## config.mk

```make
export PLATFORM = sky130hd
export DESIGN_NAME = stopwatch_timer
export DESIGN_NICKNAME = d
export VERILOG_FILES = /design/src/rtl/stopwatch_timer_pkg.sv /design/src/rtl/timer_prescaler.sv /design/src/rtl/stopwatch_timer.sv
export SDC_FILE = /design/constraint.sdc
export NUM_CORES = 1
export LEC_CHECK = 0
export CAP_MARGIN = 20
export CORE_MARGIN = 5
export CORE_UTILIZATION = 30
export CTS_CLUSTER_DIAMETER = 40
export DETAILED_ROUTE_END_ITERATION = 16
export PLACE_DENSITY_LB_ADDON = 0.12
export SYNTH_ARGS = -nofsm -noshare
export SYNTH_HDL_FRONTEND = slang
export SYNTH_SLANG_ARGS = --single-unit
export TNS_END_PERCENT = 100
```

## constraint.sdc

```tcl
create_clock -name clock -period 5.45 [get_ports clock]
set_clock_uncertainty 0.05 [all_clocks]
set_input_delay 1.09 -clock clock [delete_from_list [all_inputs] [get_ports clock]]
set_output_delay 1.09 -clock clock [all_outputs]
set_load 0.1 [all_outputs]
```

## src/rtl/stopwatch_timer_pkg.sv

```systemverilog
// Shared register map, control/status bit positions and helpers for the stopwatch timer.
// Latency: n/a (declarations only).
// Backpressure: n/a.
package stopwatch_timer_pkg;

    localparam int TMR_CTRL     = 0;
    localparam int TMR_PRESCALE = 1;
    localparam int TMR_COUNT    = 2;
    localparam int TMR_COMPARE  = 3;
    localparam int TMR_STATUS   = 4;
    localparam int TMR_LAP      = 5;

    localparam int CTRL_RUN         = 0;
    localparam int CTRL_AUTO_RELOAD = 1;
    localparam int CTRL_IRQ_EN      = 2;
    localparam int CTRL_CLEAR       = 3;

    localparam int STAT_MATCH = 0;
    localparam int STAT_OVF   = 1;

    // Field order mirrors the CTRL bit layout so the struct packs onto bits [2:0].
    typedef struct packed {
        logic irq_en;
        logic auto_reload;
        logic run;
    } ctrl_t;

    function automatic logic [31:0] merge_bytes(input logic [31:0] cur,
                                                input logic [31:0] wdat,
                                                input logic [3:0]  strb);
        logic [31:0] res;
        res = cur;
        for (int b = 0; b < 4; b++) begin
            if (strb[b]) begin
                res[8*b +: 8] = wdat[8*b +: 8];
            end
        end
        return res;
    endfunction

endpackage

```

## src/rtl/timer_prescaler.sv

```systemverilog
// Prescaler: counts enabled clocks and pulses tick when the count reaches the reload value.
// Latency: tick is combinational from the counter state; counter restarts the cycle after restart.
// Backpressure: none; enable low freezes the counter.
module timer_prescaler #(
    parameter int PRESCALE_BITS = 24
) (
    input  logic                     clock,
    input  logic                     resetn,
    input  logic                     enable,
    input  logic                     restart,
    input  logic [PRESCALE_BITS-1:0] reload,
    output logic                     tick
);

    logic [PRESCALE_BITS-1:0] pcnt;

    assign tick = enable && (pcnt == reload);

    always_ff @(posedge clock or negedge resetn) begin
        if (!resetn) begin
            pcnt <= '0;
        end else if (restart || tick) begin
            pcnt <= '0;
        end else if (enable) begin
            pcnt <= pcnt + 1'b1;
        end
    end

endmodule

```

## src/rtl/stopwatch_timer.sv

```systemverilog
// Memory-mapped prescaled 32-bit up-counter with compare, auto-reload, lap capture and level irq.
// Latency: ready/rdata one cycle after sel; COUNT advances on each prescaler tick.
// Backpressure: none; a new access is taken only after ready drops (2 cycles per access).
module stopwatch_timer
    import stopwatch_timer_pkg::*;
#(
    parameter int PRESCALE_BITS  = 24,
    parameter int PRESCALE_RESET = 11999,
    parameter int ADDR_BITS      = 6
) (
    input  logic                 clock,
    input  logic                 resetn,
    input  logic                 sel,
    input  logic [ADDR_BITS-1:0] addr,
    input  logic [31:0]          wdata,
    input  logic [3:0]           wstrb,
    output logic                 ready,
    output logic [31:0]          rdata,
    output logic                 irq,
    output logic                 tick
);

    ctrl_t                    ctrl;
    logic [PRESCALE_BITS-1:0] prescale;
    logic [31:0]              count;
    logic [31:0]              compare;
    logic [31:0]              lap;
    logic                     match_flag;
    logic                     ovf_flag;

    logic        access;
    logic        wr;
    logic        wr_ctrl;
    logic        wr_prescale;
    logic        wr_count;
    logic        wr_compare;
    logic        wr_status;
    logic        wr_lap;
    logic        do_clear;
    logic        w1c_match;
    logic        w1c_ovf;
    logic [31:0] count_nxt;
    logic [32:0] count_inc;
    logic [31:0] rd_mux;
    logic        match_set;
    logic        ovf_set;

    assign access      = sel && !ready;
    assign wr          = access && (wstrb != 4'b0000);
    assign wr_ctrl     = wr && (addr == ADDR_BITS'(TMR_CTRL));
    assign wr_prescale = wr && (addr == ADDR_BITS'(TMR_PRESCALE));
    assign wr_count    = wr && (addr == ADDR_BITS'(TMR_COUNT));
    assign wr_compare  = wr && (addr == ADDR_BITS'(TMR_COMPARE));
    assign wr_status   = wr && (addr == ADDR_BITS'(TMR_STATUS));
    assign wr_lap      = wr && (addr == ADDR_BITS'(TMR_LAP));

    assign do_clear  = wr_ctrl && wstrb[0] && wdata[CTRL_CLEAR];
    assign w1c_match = wr_status && wstrb[0] && wdata[STAT_MATCH];
    assign w1c_ovf   = wr_status && wstrb[0] && wdata[STAT_OVF];
    assign count_inc = {1'b0, count} + 33'd1;
    assign irq       = ctrl.irq_en && (match_flag || ovf_flag);

    timer_prescaler #(
        .PRESCALE_BITS(PRESCALE_BITS)
    ) u_prescaler (
        .clock   (clock),
        .resetn  (resetn),
        .enable  (ctrl.run),
        .restart (wr_prescale || do_clear),
        .reload  (prescale),
        .tick    (tick)
    );

    // Bus writes and clear pre-empt the tick; a pre-empted tick neither counts nor matches.
    always_comb begin
        count_nxt = count;
        match_set = 1'b0;
        ovf_set   = 1'b0;
        if (wr_count) begin
            count_nxt = merge_bytes(count, wdata, wstrb);
        end else if (do_clear) begin
            count_nxt = '0;
        end else if (tick) begin
            match_set = (count == compare);
            if (match_set && ctrl.auto_reload) begin
                count_nxt = '0;
            end else begin
                count_nxt = count_inc[31:0];
                ovf_set   = count_inc[32];
            end
        end
    end

    always_comb begin
        rd_mux = '0;
        case (addr)
            ADDR_BITS'(TMR_CTRL):     rd_mux = {29'b0, ctrl};
            ADDR_BITS'(TMR_PRESCALE): rd_mux = 32'(prescale);
            ADDR_BITS'(TMR_COUNT):    rd_mux = count;
            ADDR_BITS'(TMR_COMPARE):  rd_mux = compare;
            ADDR_BITS'(TMR_STATUS):   rd_mux = {30'b0, ovf_flag, match_flag};
            ADDR_BITS'(TMR_LAP):      rd_mux = lap;
            default:                  rd_mux = '0;
        endcase
    end

    always_ff @(posedge clock or negedge resetn) begin
        if (!resetn) begin
            ready      <= 1'b0;
            rdata      <= '0;
            ctrl       <= '0;
            prescale   <= PRESCALE_BITS'(PRESCALE_RESET);
            count      <= '0;
            compare    <= 32'hFFFF_FFFF;
            lap        <= '0;
            match_flag <= 1'b0;
            ovf_flag   <= 1'b0;
        end else begin
            ready <= access;
            rdata <= (access && !wr) ? rd_mux : '0;
            if (wr_ctrl && wstrb[0]) begin
                ctrl <= '{irq_en:      wdata[CTRL_IRQ_EN],
                          auto_reload: wdata[CTRL_AUTO_RELOAD],
                          run:         wdata[CTRL_RUN]};
            end
            if (wr_prescale) begin
                prescale <= PRESCALE_BITS'(merge_bytes(32'(prescale), wdata, wstrb));
            end
            count <= count_nxt;
            if (wr_compare) begin
                compare <= merge_bytes(compare, wdata, wstrb);
            end
            // count still holds the pre-tick value here, so a coincident lap sees it.
            if (wr_lap) begin
                lap <= count;
            end
            match_flag <= match_set || (match_flag && !w1c_match);
            ovf_flag   <= ovf_set   || (ovf_flag   && !w1c_ovf);
        end
    end

endmodule

```

==> results of run 1 <==
power groups by stage:
stage,registers (W),clock network (W),logic [W]
3_5_place_dp,0.00170,0,0.000556
5_1_grt,0.00169,0.00138,0.000614
3_3_place_gp,0.00169,0,0.000552
2_1_floorplan,0.00164,0,0.000379
4_1_cts,0.00167,0.00132,0.000559
6_report,0.00167,0.00129,0.000548
synthesized netlist by cell type, types with 2 or more instances:
cell type | count | area, sq um
and2_1 | 4 | 25.02
clkbuf_2 | 2 | 10.01
a32oi_1 | 8 | 70.07
or3_1 | 5 | 31.28
nand4_1 | 29 | 181.4
clkbuf_1 | 46 | 172.7
inv_1 | 32 | 120.1
and4_1 | 2 | 17.52
nand2b_1 | 2 | 12.51
o21ai_0 | 11 | 55.05
a22o_1 | 2 | 17.52
nor2_2 | 4 | 25.02
nor2_1 | 62 | 232.7
xnor2_1 | 63 | 551.8
nor4_1 | 8 | 50.05
mux2i_1 | 2 | 20.02
or4_1 | 2 | 15.01
and3_1 | 8 | 50.05
a21oi_1 | 30 | 150.1
nor3_1 | 16 | 80.08
a21o_1 | 3 | 22.52
nand2_1 | 51 | 191.4
nand3_1 | 28 | 140.1
nand3_2 | 4 | 40.04
mux2_2 | 91 | 1025
a211oi_1 | 25 | 187.7
a222oi_1 | 29 | 290.3
o211ai_1 | 9 | 67.56
dfrtp_1 | 139 | 3478
xor2_1 | 13 | 113.9
ha_1 | 2 | 25.02
o22ai_1 | 24 | 150.1
or2_2 | 8 | 50.05
a22oi_1 | 26 | 195.2
dfstp_2 | 43 | 1130
buf_2 | 16 | 80.08
a221oi_1 | 2 | 17.52
cell type report:
class,instances,area (sq um),share of cell area
Clock buffer,18,429.2,0.03887
Inverter,32,120.1,0.01088
Sequential cell,182,4608,0.4174
Multi-Input combinational cell,588,4274,0.3871
Timing Repair Buffer,96,942.2,0.08534
Tap cell,396,495.5,0.04488
Clock inverter,14,171.4,0.01553
routing by layer:
| layer | GRT usage | vias up |
|---|---|---|
| met5 | 0 | - |
| met4 | 0.04372 | 0 |
| met3 | 0.02345 | 20 |
| met2 | 0.2777 | 190 |
| met1 | 0.2459 | 3569 |
| li1 | - | 3295 |
stage by stage:
step                setup WS [ps]  hold slack, ps  power (W)
floorplan                    2390           418.5   0.002018
global placement             1239           440.3   0.002246
detailed placement           1221           448.1   0.002254
CTS                          1436           464.4   0.003557
global route                 1435           470.8   0.003684
finish                       1483           462.0   0.003506
flip-flops by register name (all words and copies together) (netlist names):
signal	cells
compare	32
count	32
lap	32
rdata	32
prescale	24
u_prescaler.pcnt	24
ctrl	3
match_flag	1
ovf_flag	1
ready	1
final timing paths:
path                              startpoint     endpoint  depth (start not counted)
worst max-delay path            prescale[21]         tick                          6
worst min-delay path                  lap[5]       lap[5]                          1
worst max register to register     count[24]    count[20]                          7
worst min register to register        lap[5]       lap[5]                          1
max in group asynchronous             resetn  compare[14]                          2
min in group asynchronous             resetn     rdata[2]                          1
cell families after synthesis:
group | Yosys count | synth area share
AND/OR/NAND/NOR | 240 | 0.1326
adder cells (fa/ha/maj) | 2 | 0.002700
XOR/XNOR | 76 | 0.07182
flip-flops | 182 | 0.4972
multiplexers | 94 | 0.1144
AO/OA/AOI/OAI | 176 | 0.1388
buffers and inverters | 97 | 0.04253
==> reports/metrics.cfg, run 1 <==
[status]
status = complete, no violations

[detailed_routing]
drtIter0Drc = 469
highest_layer = met4
vias = 7074
remaining_drc_errors = 0
wl_met3_mm = 1.101
wl_met2_mm = 13.98
wl_per_cell_um = 22.22
final_antenna_net_count = 0
drt_pass1_iterations = 6
viasPerCell = 5.335
wl_met1_mm = 13.96
routed_wl_mm = 29.46

[clock_network]
numCtsBuffers = 17
cts_resized = 0
clock-root-buffer = clkbuf_16
insertion_delay_ps = 430
post_cts_buffers = 0
cts.sinks = 182
clockBufferDepth = 2
hold_buffers = 0
cts.clk_slew.worst_paths_ps = 80
htree_levels = 4
cts_tree = built

[critical_path]
cp_num_buf_inv = 2
cpPeakStageDelay_ps = 830
end_kind = output pin
cp.arrival_ps = 2830
cp_max_fo = 6
cpMaxStageDelayCell = nor4_2
r2r_slack_ps = 2090
crit_chain = xnor2_1, nand4_1, nor4_2, nand2_1, inv_1, buf_4
required_ps = 4310
worstSetupPathType = reg2out
crit_family = simple AND/OR/NAND/NOR gates
cp-start-kind = flip-flop

[global_route]
grt_pass1_vias = 7221
grt_max_degree = 98
antenna_found_initial = 0
grt_overflow_total = 0
grt_usage = 0.1724
grt_pass1_wl_mm = 45.12

[place]
port-buffer-count = 79
post-dp-hpwl_mm = 20.85
post_dp_cell_area_sq_um = 10430
dp_cells = 1292
place_congestion = 0.8108

[timing]
worst_pin_slew_ps = 1094
slew_viol_final = 0
finalCritPeriodShare = 0.7278
fin_setup_tns_ps = 0
rsz0062_at_grt = no
finalHoldViolCount = 0
setup_viol = 0
layout_min_cycle_time_ps = 3967
slew_headroom = 0.2642
max_freq_mhz = 252.1

[finish]
final_nets = 964
layout_commonest_cell = dfrtp_1
n_fill_cell = 3064
final_layout_size_suffix_gt1_frac = 0.2237
final_cells = 1326
diodes = 0
final_cell_mix = dfrtp_1, mux2_2, clkdlybuf4s50_1
final_util = 0.3619
design_area_sq_um = 11040
area_delta_synth_final_pct = 19.13

[synthesis]
ys_ff_latch = 182
synth_area_sq_um = 9268
yosys_warnings = 0
synth_edf_count = 0
synth_nets = 914
synth_cells = 867
synth_flop_cell = dfrtp_1
post_synth_num_cell_types = 53
async_reset_ff_frac = 1.000
seq_area_frac_synth = 0.4972
synth_area_per_cell_sq_um = 10.69

[floorplanning]
dieHeight_um = 185.8
dieWidth_um = 185.8
start_util = 0.3038
core.rowCount = 64
io_pins = 80
die_area_sq_um = 34510
core_sq_um = 30510

[worst_hold_path]
min_path_type = reg2reg

[pwr]
power_frac_comb = 0.156
ir_drop_uv = 188.3
p_int_w = 0.002455
seqPwrFrac = 0.477
power_leakage_nw = 4.296
pwr-share-clk = 0.367
power_density_nw_per_um2 = 317.6
switching_share = 0.2999
power_switching_w = 0.001052

[flow_run]
maxCapViolations = 0

Note: power is estimated with default switching activity, not from simulation.
==> run 2, diff against run 1 <==
==> constraint.sdc (replaced) <==
create_clock -name clock -period 3.56 [get_ports clock]
set_clock_uncertainty 0.05 [all_clocks]
set_input_delay 0.712 -clock clock [delete_from_list [all_inputs] [get_ports clock]]
set_output_delay 0.712 -clock clock [all_outputs]
set_load 0.1 [all_outputs]
==> run 2 against run 1 <==
Clock power increased by 57%. Worst setup slack got worse by 900 ps. Critical path depth increased by 1. Critical path type unchanged. Sequential cell count unchanged. Final cell count increased by 2.1%. Power increased by 56%. Global-route usage increased by 0.46 points. Register-to-register slack got worse by 1300 ps. Critical endpoint unchanged. Count of clock-buffer cells in the layout increased by 1. Sequential share of layout area decreased by 0.87 points. Hold slack got worse by 230 ps. Final area increased by 2.1%.
==> reports/metrics.cfg, run 2 (same netlist as run 1, synthesis figures left out) <==
[clock_network]
numCtsBuffers = 17  ; unchanged
cts_tree = built
htree_levels = 4  ; unchanged
insertion_delay_ps = 440  ; about the same
cts.clk_slew.worst_paths_ps = 70  ; about the same
cts_resized = 0  ; unchanged
hold_buffers = 0  ; unchanged
post_cts_buffers = 0  ; unchanged
clock-root-buffer = clkbuf_16
cts.sinks = 182  ; unchanged
clockBufferDepth = 2  ; unchanged

[critical_path]
cpMaxStageDelayCell = dfstp_2
worstSetupPathType = reg2out
cp_num_buf_inv = 3  ; +1
crit_family = flip-flops
cpPeakStageDelay_ps = 600  ; -230 ps
cp-start-kind = flip-flop
crit_chain = xnor2_1, nand4_1, nor4_2, buf_4, nand2_1, inv_1, buf_12
end_kind = output pin
cp.arrival_ps = 2220  ; -610 ps
cp_max_fo = 6  ; unchanged
required_ps = 2800  ; -1510 ps
r2r_slack_ps = 830  ; -1260 ps

[floorplanning]
core.rowCount = 64  ; unchanged
dieHeight_um = 185.8  ; unchanged
dieWidth_um = 185.8  ; unchanged
io_pins = 80  ; unchanged
core_sq_um = 30510  ; unchanged
start_util = 0.3038  ; unchanged
die_area_sq_um = 34510  ; unchanged

[detailed_routing]
drt_pass1_iterations = 5  ; -1
routed_wl_mm = 30.03  ; +1.9%
drtIter0Drc = 828  ; +77%
vias = 7150  ; +1.1%
remaining_drc_errors = 0  ; unchanged
viasPerCell = 5.281  ; -1.0%
wl_per_cell_um = 22.18  ; -0.20%
final_antenna_net_count = 0  ; unchanged

[global_route]
grt_overflow_total = 0  ; unchanged
grt_pass1_wl_mm = 46.17  ; +2.3%
grt_pass1_vias = 7264  ; +0.60%
grt_usage = 0.1770  ; +0.004586
antenna_found_initial = 0  ; unchanged
grt_max_degree = 65  ; -34%

[place]
place_congestion = 0.8171  ; +0.78%
post-place-ws_ps = 336.4  ; -884.4 ps
post-dp-hpwl_mm = 21.67  ; +4.0%
port-buffer-count = 79  ; unchanged

[timing]
finalHoldViolCount = 0  ; unchanged
max_freq_mhz = 335.9
layout_min_cycle_time_ps = 2977
setup_viol = 0  ; unchanged
fin_setup_tns_ps = 0  ; unchanged
finalCritPeriodShare = 0.8363
setup_ws_ps = 582.9  ; -900.6 ps
slew_headroom = 0.3369  ; +0.07266
worst_pin_slew_ps = 991.6  ; -102.0 ps
slew_viol_final = 0  ; unchanged
rsz0062_at_grt = no

[pwr]
p_int_w = 0.003853  ; +57%
power_leakage_nw = 4.453  ; +3.7%
pwr-share-clk = 0.372  ; +0.005
total_power_w = 0.005466  ; +56%
power_frac_comb = 0.159  ; +0.003
power_switching_w = 0.001612  ; +53%
seqPwrFrac = 0.469  ; -0.008
switching_share = 0.2950  ; -0.004900
ir_drop_uv = 361.9  ; +92%
power_density_nw_per_um2 = 484.7  ; +53%

[worst_hold_path]
min_path_type = in2async

[finish]
area_delta_synth_final_pct = 21.67
final_cell_mix = dfrtp_1, mux2_2, clkdlybuf4s50_1
final_layout_size_suffix_gt1_frac = 0.2474  ; +0.02373
final_nets = 992  ; +2.9%
final_util = 0.3696  ; +0.007710
diodes = 0  ; unchanged
layout_commonest_cell = dfrtp_1

[status]
status = complete, no violations

[flow_run]
maxCapViolations = 0  ; unchanged

==> run 2: worst paths after layout <==
kind,startpoint,to,depth (start not counted)
setup reg to reg,count[10],count[1],8
setup / recovery,prescale[6],tick,7
hold reg to reg,lap[13],lap[13],1
max in group asynchronous,resetn,compare[20],2
min in group clock,lap[13],lap[13],1
hold / removal,resetn,count[31],1
==> run 2: cell type report <==
cell class,instances,area [sq um]
Clock inverter,13,170.2
Clock buffer,19,442.9
Timing Repair Buffer,124,1165
Inverter,32,120.1
Sequential cell,182,4608
Fill cell,3028,19230
Tap cell,396,495.5
Multi-Input combinational cell,588,4274
==> run 2: power by group through the flow <==
stage | Sequential (W) | Clock, W | Combinational (W)
2_1_floorplan | 0.00251 | 0 | 0.000581
3_3_place_gp | 0.00260 | 0 | 0.000873
3_5_place_dp | 0.00260 | 0 | 0.000874
4_1_cts | 0.00256 | 0.00208 | 0.000880
5_1_grt | 0.00260 | 0.00216 | 0.000964
6_report | 0.00257 | 0.00203 | 0.000869
==> run 2: routing by layer <==
metal,global-route usage,share of wire,vias up
met5,0,0,-
met4,0.05742,0.024,0
met3,0.03068,0.044,34
met2,0.2800,0.47,185
met1,0.2473,0.46,3598
li1,-,-,3333
==> run 2: metrics by stage <==
| step | std cells | hold WS, ps | cell area [sq um] |
|---|---|---|---|
| floorplan | 867 | 366.4 | 9268 |
| global placement | 1322 | 439.9 | 10660 |
| detailed placement | 1322 | 447.3 | 10660 |
| CTS | 1354 | 232.8 | 11280 |
| global route | 1354 | 247.1 | 11280 |
| finish | 1354 | 229.6 | 11280 |
